<file path="config.mk">
export PLATFORM = sky130hd
export DESIGN_NAME = reset_sequencer
export DESIGN_NICKNAME = d
export VERILOG_FILES = /design/src/rtl/reset_seq_pkg.sv /design/src/rtl/reset_sequencer.sv
export SDC_FILE = /design/constraint.sdc
export NUM_CORES = 1
export LEC_CHECK = 0
export ABC_AREA = 1
export ABC_CLOCK_PERIOD_IN_PS = 1200
export CELL_PAD_IN_SITES_DETAIL_PLACEMENT = 0
export CELL_PAD_IN_SITES_GLOBAL_PLACEMENT = 2
export CORE_AREA = 4 4 62 64
export CTS_CLUSTER_SIZE = 16
export DETAILED_ROUTE_END_ITERATION = 7
export DIE_AREA = 0 0 66 68
export MAX_ROUTING_LAYER = met4
export PLACE_DENSITY_LB_ADDON = 0.1
export SYNTH_ARGS = -nofsm -noshare
export SYNTH_HDL_FRONTEND = slang
export SYNTH_SLANG_ARGS = --single-unit
</file>
<file path="constraint.sdc">
create_clock -name sys_clk -period 1.2 [get_ports sys_clk]
set_input_delay 0.3 -clock sys_clk [delete_from_list [all_inputs] [get_ports sys_clk]]
set_output_delay 0.3 -clock sys_clk [all_outputs]
set_load 0.05 [all_outputs]
</file>
<file path="src/rtl/reset_seq_pkg.sv">
// Shared types for the staged reset sequencer: FSM state encoding, reset-cause
// codes reported to the BIOS, and a small helper used to size the counter.
package reset_seq_pkg;

    typedef enum logic [2:0] {
        ASSERT_ALL,
        WAIT_SDRAM,
        PERIPH_WAIT,
        CPU_WAIT,
        RUNNING,
        SOFT_HOLD,
        SDRAM_RETRY
    } state_t;

    typedef enum logic [1:0] {
        POWERON       = 2'b00,
        SOFTWARE      = 2'b01,
        DEBUG         = 2'b10,
        SDRAM_TIMEOUT = 2'b11
    } cause_t;

    function automatic int max_of(input int a, input int b);
        return (a > b) ? a : b;
    endfunction

endpackage

</file>
<file path="src/rtl/reset_sequencer.sv">
// Staged reset distribution: releases SDRAM, then peripherals, then CPU with
// programmable gaps, turns software/debug requests into a warm reset that
// leaves the SDRAM running, and records the cause of the last reset.
//
// Optional feature: define RESET_SEQ_SDRAM_TIMEOUT_EN to bound the wait for
// sdram_config_done; on expiry the SDRAM controller is re-reset and retried.
module reset_sequencer #(
    parameter int PERIPH_DELAY     = 16,
    parameter int CPU_DELAY        = 16,
    parameter int SOFT_HOLD_CYCLES = 64,
    parameter int SDRAM_TIMEOUT    = 1000000
) (
    input  logic       sys_clk,
    input  logic       reset,
    input  logic       sdram_config_done,
    input  logic       sw_reset_req,
    input  logic       debug_reset_req,
    output logic       sdram_reset,
    output logic       periph_reset,
    output logic       cpu_reset,
    output logic       reset_in_progress,
    output logic [1:0] last_reset_cause
);
    import reset_seq_pkg::*;

`ifdef RESET_SEQ_SDRAM_TIMEOUT_EN
    localparam bit TIMEOUT_EN = 1'b1;
`else
    localparam bit TIMEOUT_EN = 1'b0;
`endif

    // The timeout only widens the counter when the feature is built in.
    localparam int MAX_SPAN = max_of(max_of(PERIPH_DELAY, CPU_DELAY),
                                     max_of(SOFT_HOLD_CYCLES, TIMEOUT_EN ? SDRAM_TIMEOUT : 1));
    localparam int CNT_W    = (MAX_SPAN > 1) ? $clog2(MAX_SPAN) : 1;

    // Counter reload values: a stage of N cycles counts N-1 down to 0.
    localparam logic [CNT_W-1:0] PERIPH_LOAD = CNT_W'(PERIPH_DELAY - 1);
    localparam logic [CNT_W-1:0] CPU_LOAD    = CNT_W'(CPU_DELAY - 1);
    localparam logic [CNT_W-1:0] SOFT_LOAD   = CNT_W'(SOFT_HOLD_CYCLES - 1);
`ifdef RESET_SEQ_SDRAM_TIMEOUT_EN
    localparam logic [CNT_W-1:0] TIMEOUT_LOAD = CNT_W'(SDRAM_TIMEOUT - 1);
`endif

    state_t           state_reg, state_next;
    logic [CNT_W-1:0] cnt_reg, cnt_next;
    logic             sdram_reset_reg, sdram_reset_next;
    logic             periph_reset_reg, periph_reset_next;
    logic             cpu_reset_reg, cpu_reset_next;
    logic             in_progress_reg, in_progress_next;
    cause_t           cause_reg, cause_next;

    // State, counter and all outputs are registered; reset forces everything asserted.
    always_ff @(posedge sys_clk) begin
        if (reset) begin
            state_reg        <= ASSERT_ALL;
            cnt_reg          <= '0;
            sdram_reset_reg  <= 1'b1;
            periph_reset_reg <= 1'b1;
            cpu_reset_reg    <= 1'b1;
            in_progress_reg  <= 1'b1;
            cause_reg        <= POWERON;
        end else begin
            state_reg        <= state_next;
            cnt_reg          <= cnt_next;
            sdram_reset_reg  <= sdram_reset_next;
            periph_reset_reg <= periph_reset_next;
            cpu_reset_reg    <= cpu_reset_next;
            in_progress_reg  <= in_progress_next;
            cause_reg        <= cause_next;
        end
    end

    // Next-state, counter and output decisions for the reset sequence.
    always_comb begin
        state_next        = state_reg;
        cnt_next          = cnt_reg;
        sdram_reset_next  = sdram_reset_reg;
        periph_reset_next = periph_reset_reg;
        cpu_reset_next    = cpu_reset_reg;
        in_progress_next  = in_progress_reg;
        cause_next        = cause_reg;

        case (state_reg)
            ASSERT_ALL: begin
                state_next       = WAIT_SDRAM;
                sdram_reset_next = 1'b0;
`ifdef RESET_SEQ_SDRAM_TIMEOUT_EN
                cnt_next         = TIMEOUT_LOAD;
`endif
            end

            WAIT_SDRAM: begin
                // A done flag on the expiry edge still counts as success.
                if (sdram_config_done) begin
                    state_next = PERIPH_WAIT;
                    cnt_next   = PERIPH_LOAD;
                end
`ifdef RESET_SEQ_SDRAM_TIMEOUT_EN
                else if (cnt_reg == '0) begin
                    state_next       = SDRAM_RETRY;
                    sdram_reset_next = 1'b1;
                    cause_next       = reset_seq_pkg::SDRAM_TIMEOUT;
                    cnt_next         = SOFT_LOAD;
                end else begin
                    cnt_next = cnt_reg - 1'b1;
                end
`endif
            end

            PERIPH_WAIT: begin
                if (cnt_reg == '0) begin
                    state_next        = CPU_WAIT;
                    periph_reset_next = 1'b0;
                    cnt_next          = CPU_LOAD;
                end else begin
                    cnt_next = cnt_reg - 1'b1;
                end
            end

            CPU_WAIT: begin
                if (cnt_reg == '0) begin
                    state_next       = RUNNING;
                    cpu_reset_next   = 1'b0;
                    in_progress_next = 1'b0;
                end else begin
                    cnt_next = cnt_reg - 1'b1;
                end
            end

            RUNNING: begin
                // Warm reset: SDRAM keeps running so its contents survive.
                if (sw_reset_req || debug_reset_req) begin
                    state_next        = SOFT_HOLD;
                    cpu_reset_next    = 1'b1;
                    periph_reset_next = 1'b1;
                    in_progress_next  = 1'b1;
                    cnt_next          = SOFT_LOAD;
                    cause_next        = debug_reset_req ? DEBUG : SOFTWARE;
                end
            end

            SOFT_HOLD: begin
                // SDRAM was never reset, so skip the config-done handshake.
                if (cnt_reg == '0) begin
                    state_next = PERIPH_WAIT;
                    cnt_next   = PERIPH_LOAD;
                end else begin
                    cnt_next = cnt_reg - 1'b1;
                end
            end

`ifdef RESET_SEQ_SDRAM_TIMEOUT_EN
            SDRAM_RETRY: begin
                if (cnt_reg == '0) begin
                    state_next       = WAIT_SDRAM;
                    sdram_reset_next = 1'b0;
                    cnt_next         = TIMEOUT_LOAD;
                end else begin
                    cnt_next = cnt_reg - 1'b1;
                end
            end
`endif

            default: begin
                state_next = ASSERT_ALL;
            end
        endcase
    end

    assign sdram_reset       = sdram_reset_reg;
    assign periph_reset      = periph_reset_reg;
    assign cpu_reset         = cpu_reset_reg;
    assign reset_in_progress = in_progress_reg;
    assign last_reset_cause  = cause_reg;

endmodule

</file>
==> results of run 1 <==
[per-stage QoR]
| stage | power, mW | hold slack [ns] | setup WS (ns) | area, µm² | utilization |
|---|---|---|---|---|---|
| 2_1_floorplan | 2.01 | 0.369 | -0.0793 | 841 | - |
| 3_3_place_gp | 2.87 | 0.481 | -0.513 | 1240 | 0.379 |
| 3_5_place_dp | 2.88 | 0.493 | -0.537 | 1240 | 0.379 |
| 4_1_cts | 3.41 | 0.453 | -0.150 | 1350 | 0.411 |
| 5_1_grt | 3.96 | 0.487 | -0.282 | 1470 | 0.446 |
| 6_report | 3.67 | 0.475 | -0.198 | 1470 | 0.446 |
[how the worst min path moves through the flow]
stage          cells past startpoint         startpoint                   to
5_1_grt                            3    debug_reset_req  last_reset_cause[1]
3_5_place_dp                       2  reset_in_progress    reset_in_progress
4_1_cts                            3    debug_reset_req  last_reset_cause[1]
2_1_floorplan                      1              reset           cnt_reg[4]
6_report                           3    debug_reset_req  last_reset_cause[1]
3_3_place_gp                       2  reset_in_progress    reset_in_progress
[Yosys cell counts]
cell type | number | share of area
nand2_1 | 36 | 0.17
o21ai_1 | 4 | 0.025
buf_2 | 1 | 0.0062
ha_1 | 1 | 0.016
inv_1 | 7 | 0.033
buf_4 | 1 | 0.0093
a21boi_1 | 1 | 0.0093
nor3_1 | 2 | 0.012
inv_2 | 6 | 0.028
buf_6 | 1 | 0.014
a21oi_1 | 7 | 0.044
nor2_1 | 18 | 0.084
nor2_2 | 2 | 0.016
xnor2_1 | 1 | 0.011
xor2_1 | 1 | 0.011
dfxtp_1 | 14 | 0.35
nor2_4 | 4 | 0.056
o21ai_0 | 4 | 0.025
nand3_1 | 11 | 0.068
o211ai_1 | 1 | 0.0093
or2_0 | 1 | 0.0078
[routing by layer]
layer  wire [µm]  track usage
met1        1050        0.131
met2        1230        0.209
met3          66       0.0197
met4          29       0.0457
met5           0            -
[power breakdown]
group	total, mW	leakage, nW	switching [mW]	internal (mW)
registers	0.796	0.116	0.164	0.631
logic	2.51	0.528	1.28	1.23
clock network	0.362	0.0210	0.178	0.185
total	3.67	0.666	1.63	2.04
[final cells by class]
cell class | count | area, µm²
timing repair buffer | 43 | 425
sequential | 14 | 290
tap | 46 | 57.6
fill | 357 | 1820
multi-input combinational | 94 | 604
inverter | 13 | 51.3
clock buffer | 4 | 36.3
[cells by family (layout without fill, tap and decap cells)]
| family | count (synthesis) | in the layout | share of synthesized area |
|---|---|---|---|
| flip-flops | 14 | 14 | 0.348 |
| adder cells (fa/ha/maj) | 1 | 1 | 0.0155 |
| AO/OA/AOI/OAI | 17 | 17 | 0.112 |
| buffers and inverters | 16 | 60 | 0.0902 |
| XOR/XNOR | 2 | 2 | 0.0218 |
| AND/OR/NAND/NOR | 74 | 74 | 0.412 |
[timing repair]
action / in CTS / in global routing
gates resized for setup: 18 / 24
setup buffers: 3 / 4
endpoints found under the setup margin: 13 / 14
pin swaps: 9 / 13
gates cloned: 0 / 0
[critical path: cells and delay by family (launching register included)]
family                   cells  cell delay [ns]
AND/OR/NAND/NOR              9             0.72
flip-flops                   1             0.34
adder cells (fa/ha/maj)      1             0.15
buffers and inverters        1             0.08
==> impl_metrics.yaml, run 1 <==
status:
  outcome: "finished with violations"
  violations: "negative setup slack"
floorplan:
  die_w_um: 66
  rows: 21
  start_util: 0.245
  core_area_um2: 3280
  fp.dieH_um: 68
  io_pins: 11
  die-area_um2: 4490
critical_path:
  worstSetupStartpointType: "flop"
  crit_start: "cnt_reg[0]"
  r2r_end: "reset_in_progress"
  slowest_delay_ns: 0.34
  crit_arrival_ns: 1.59
  crit_end: "reset_in_progress"
  reg2regPathDepth: 11
  reg2reg_slack_ns: -0.20
  cpMaxStageDelayCell: "dfxtp_2"
  crit_chain: "inv_2 -> ha_4 -> nand2_4 -> nor2_4 -> nand2_4 -> nand2_4 -> nand2_4 -> nor2_4 -> nand2_2 -> nand2_1 -> nand2_1"
  path_class: "reg2reg"
  critPathRequiredTime_ns: 1.39
  end_kind: "flop"
  cp_max_fo: 3
  crit_path_frequent_cell: "nand2_4"
  worstReg2RegStart: "cnt_reg[0]"
clock_network:
  clockBufferDepth: 2
  clkSinkCount: 14
  cts_tree: "done"
  hold_buffers: 0
  cts_buffers: 3
  clk_pin_slew_ns: 0.10
  cts_max_level: 1
  cts-root-buf: "clkbuf_4"
  clk_latency_ns: 0.29
synth:
  syn_avg_cell_area_um2: 6.49
  seq_area_frac_synth: 0.348
  ys_warn_count: 0
  ys_types: 21
  ys_ff_latch: 14
  syn-instance-count: 124
  synth_nets: 130
  syn_area_um2: 805
finish:
  fin_cells: 214
  syn_to_final_growth_pct: 82.1
  antenna_cells: 0
  final_cell_mix: "buf_4 (28), nand2_1 (26), nor2_1 (15)"
  nNetsFinal: 175
  largest_reg_flops: 6
  final_common_cell: "buf_4"
  drive_gt1_frac: 0.542
sta:
  worst_slew_pin_slew_ns: 0.379
  period_share: 1.17
  setup_tns_ns: -1.70
  finalClockSkew_ns: 0.00130
  slew_headroom: 0.747
  hold_viol_final: 0
  max_freq_ghz: 0.715
  setup_ws_ns: -0.198
  slew_viol_final: 0
  setup_viol: 13
  fin_crit_ns: 1.40
  rsz0062_at_grt: "yes"
global_routing:
  grt.total_usage: 0.117
  grt_max_degree: 9
  antenna_found_initial: 0
  grt_overflow: 0
  grt_pass1_vias: 888
  grt_pass1_wl_um: 3860
placement:
  place_congestion: 0.699
  dpl.cell_count: 205
  place_hpwl_um: 1830
  port_buffers: 10
routing:
  via_per_inst: 4.23
  antenna_left: 0
  vias: 906
  wire_per_inst_um: 11.1
  first_pass_iters: 4
  drc: 0
  wirelength_um: 2380
  drtIter0Drc: 19
run:
  drv_cap: 0
pwr:
  p_per_area_nw_per_um2: 2500
  leakagePower_nw: 0.666
  ir_worst_vdd_mv: 0.879
min_path:
  hp-class: "in2reg"
No activity file was read; power rests on OpenSTA's default activity.
==> inputs of run 2 (changes only) <==
--- a/config.mk
+++ b/config.mk
@@ -15,6 +15,7 @@
 export DIE_AREA = 0 0 66 68
 export MAX_ROUTING_LAYER = met4
 export PLACE_DENSITY_LB_ADDON = 0.1
+export SLEW_MARGIN = 30
 export SYNTH_ARGS = -nofsm -noshare
 export SYNTH_HDL_FRONTEND = slang
 export SYNTH_SLANG_ARGS = --single-unit
==> results of run 2 <==
Final layout, timing and power as in run 1 (identical DEF).
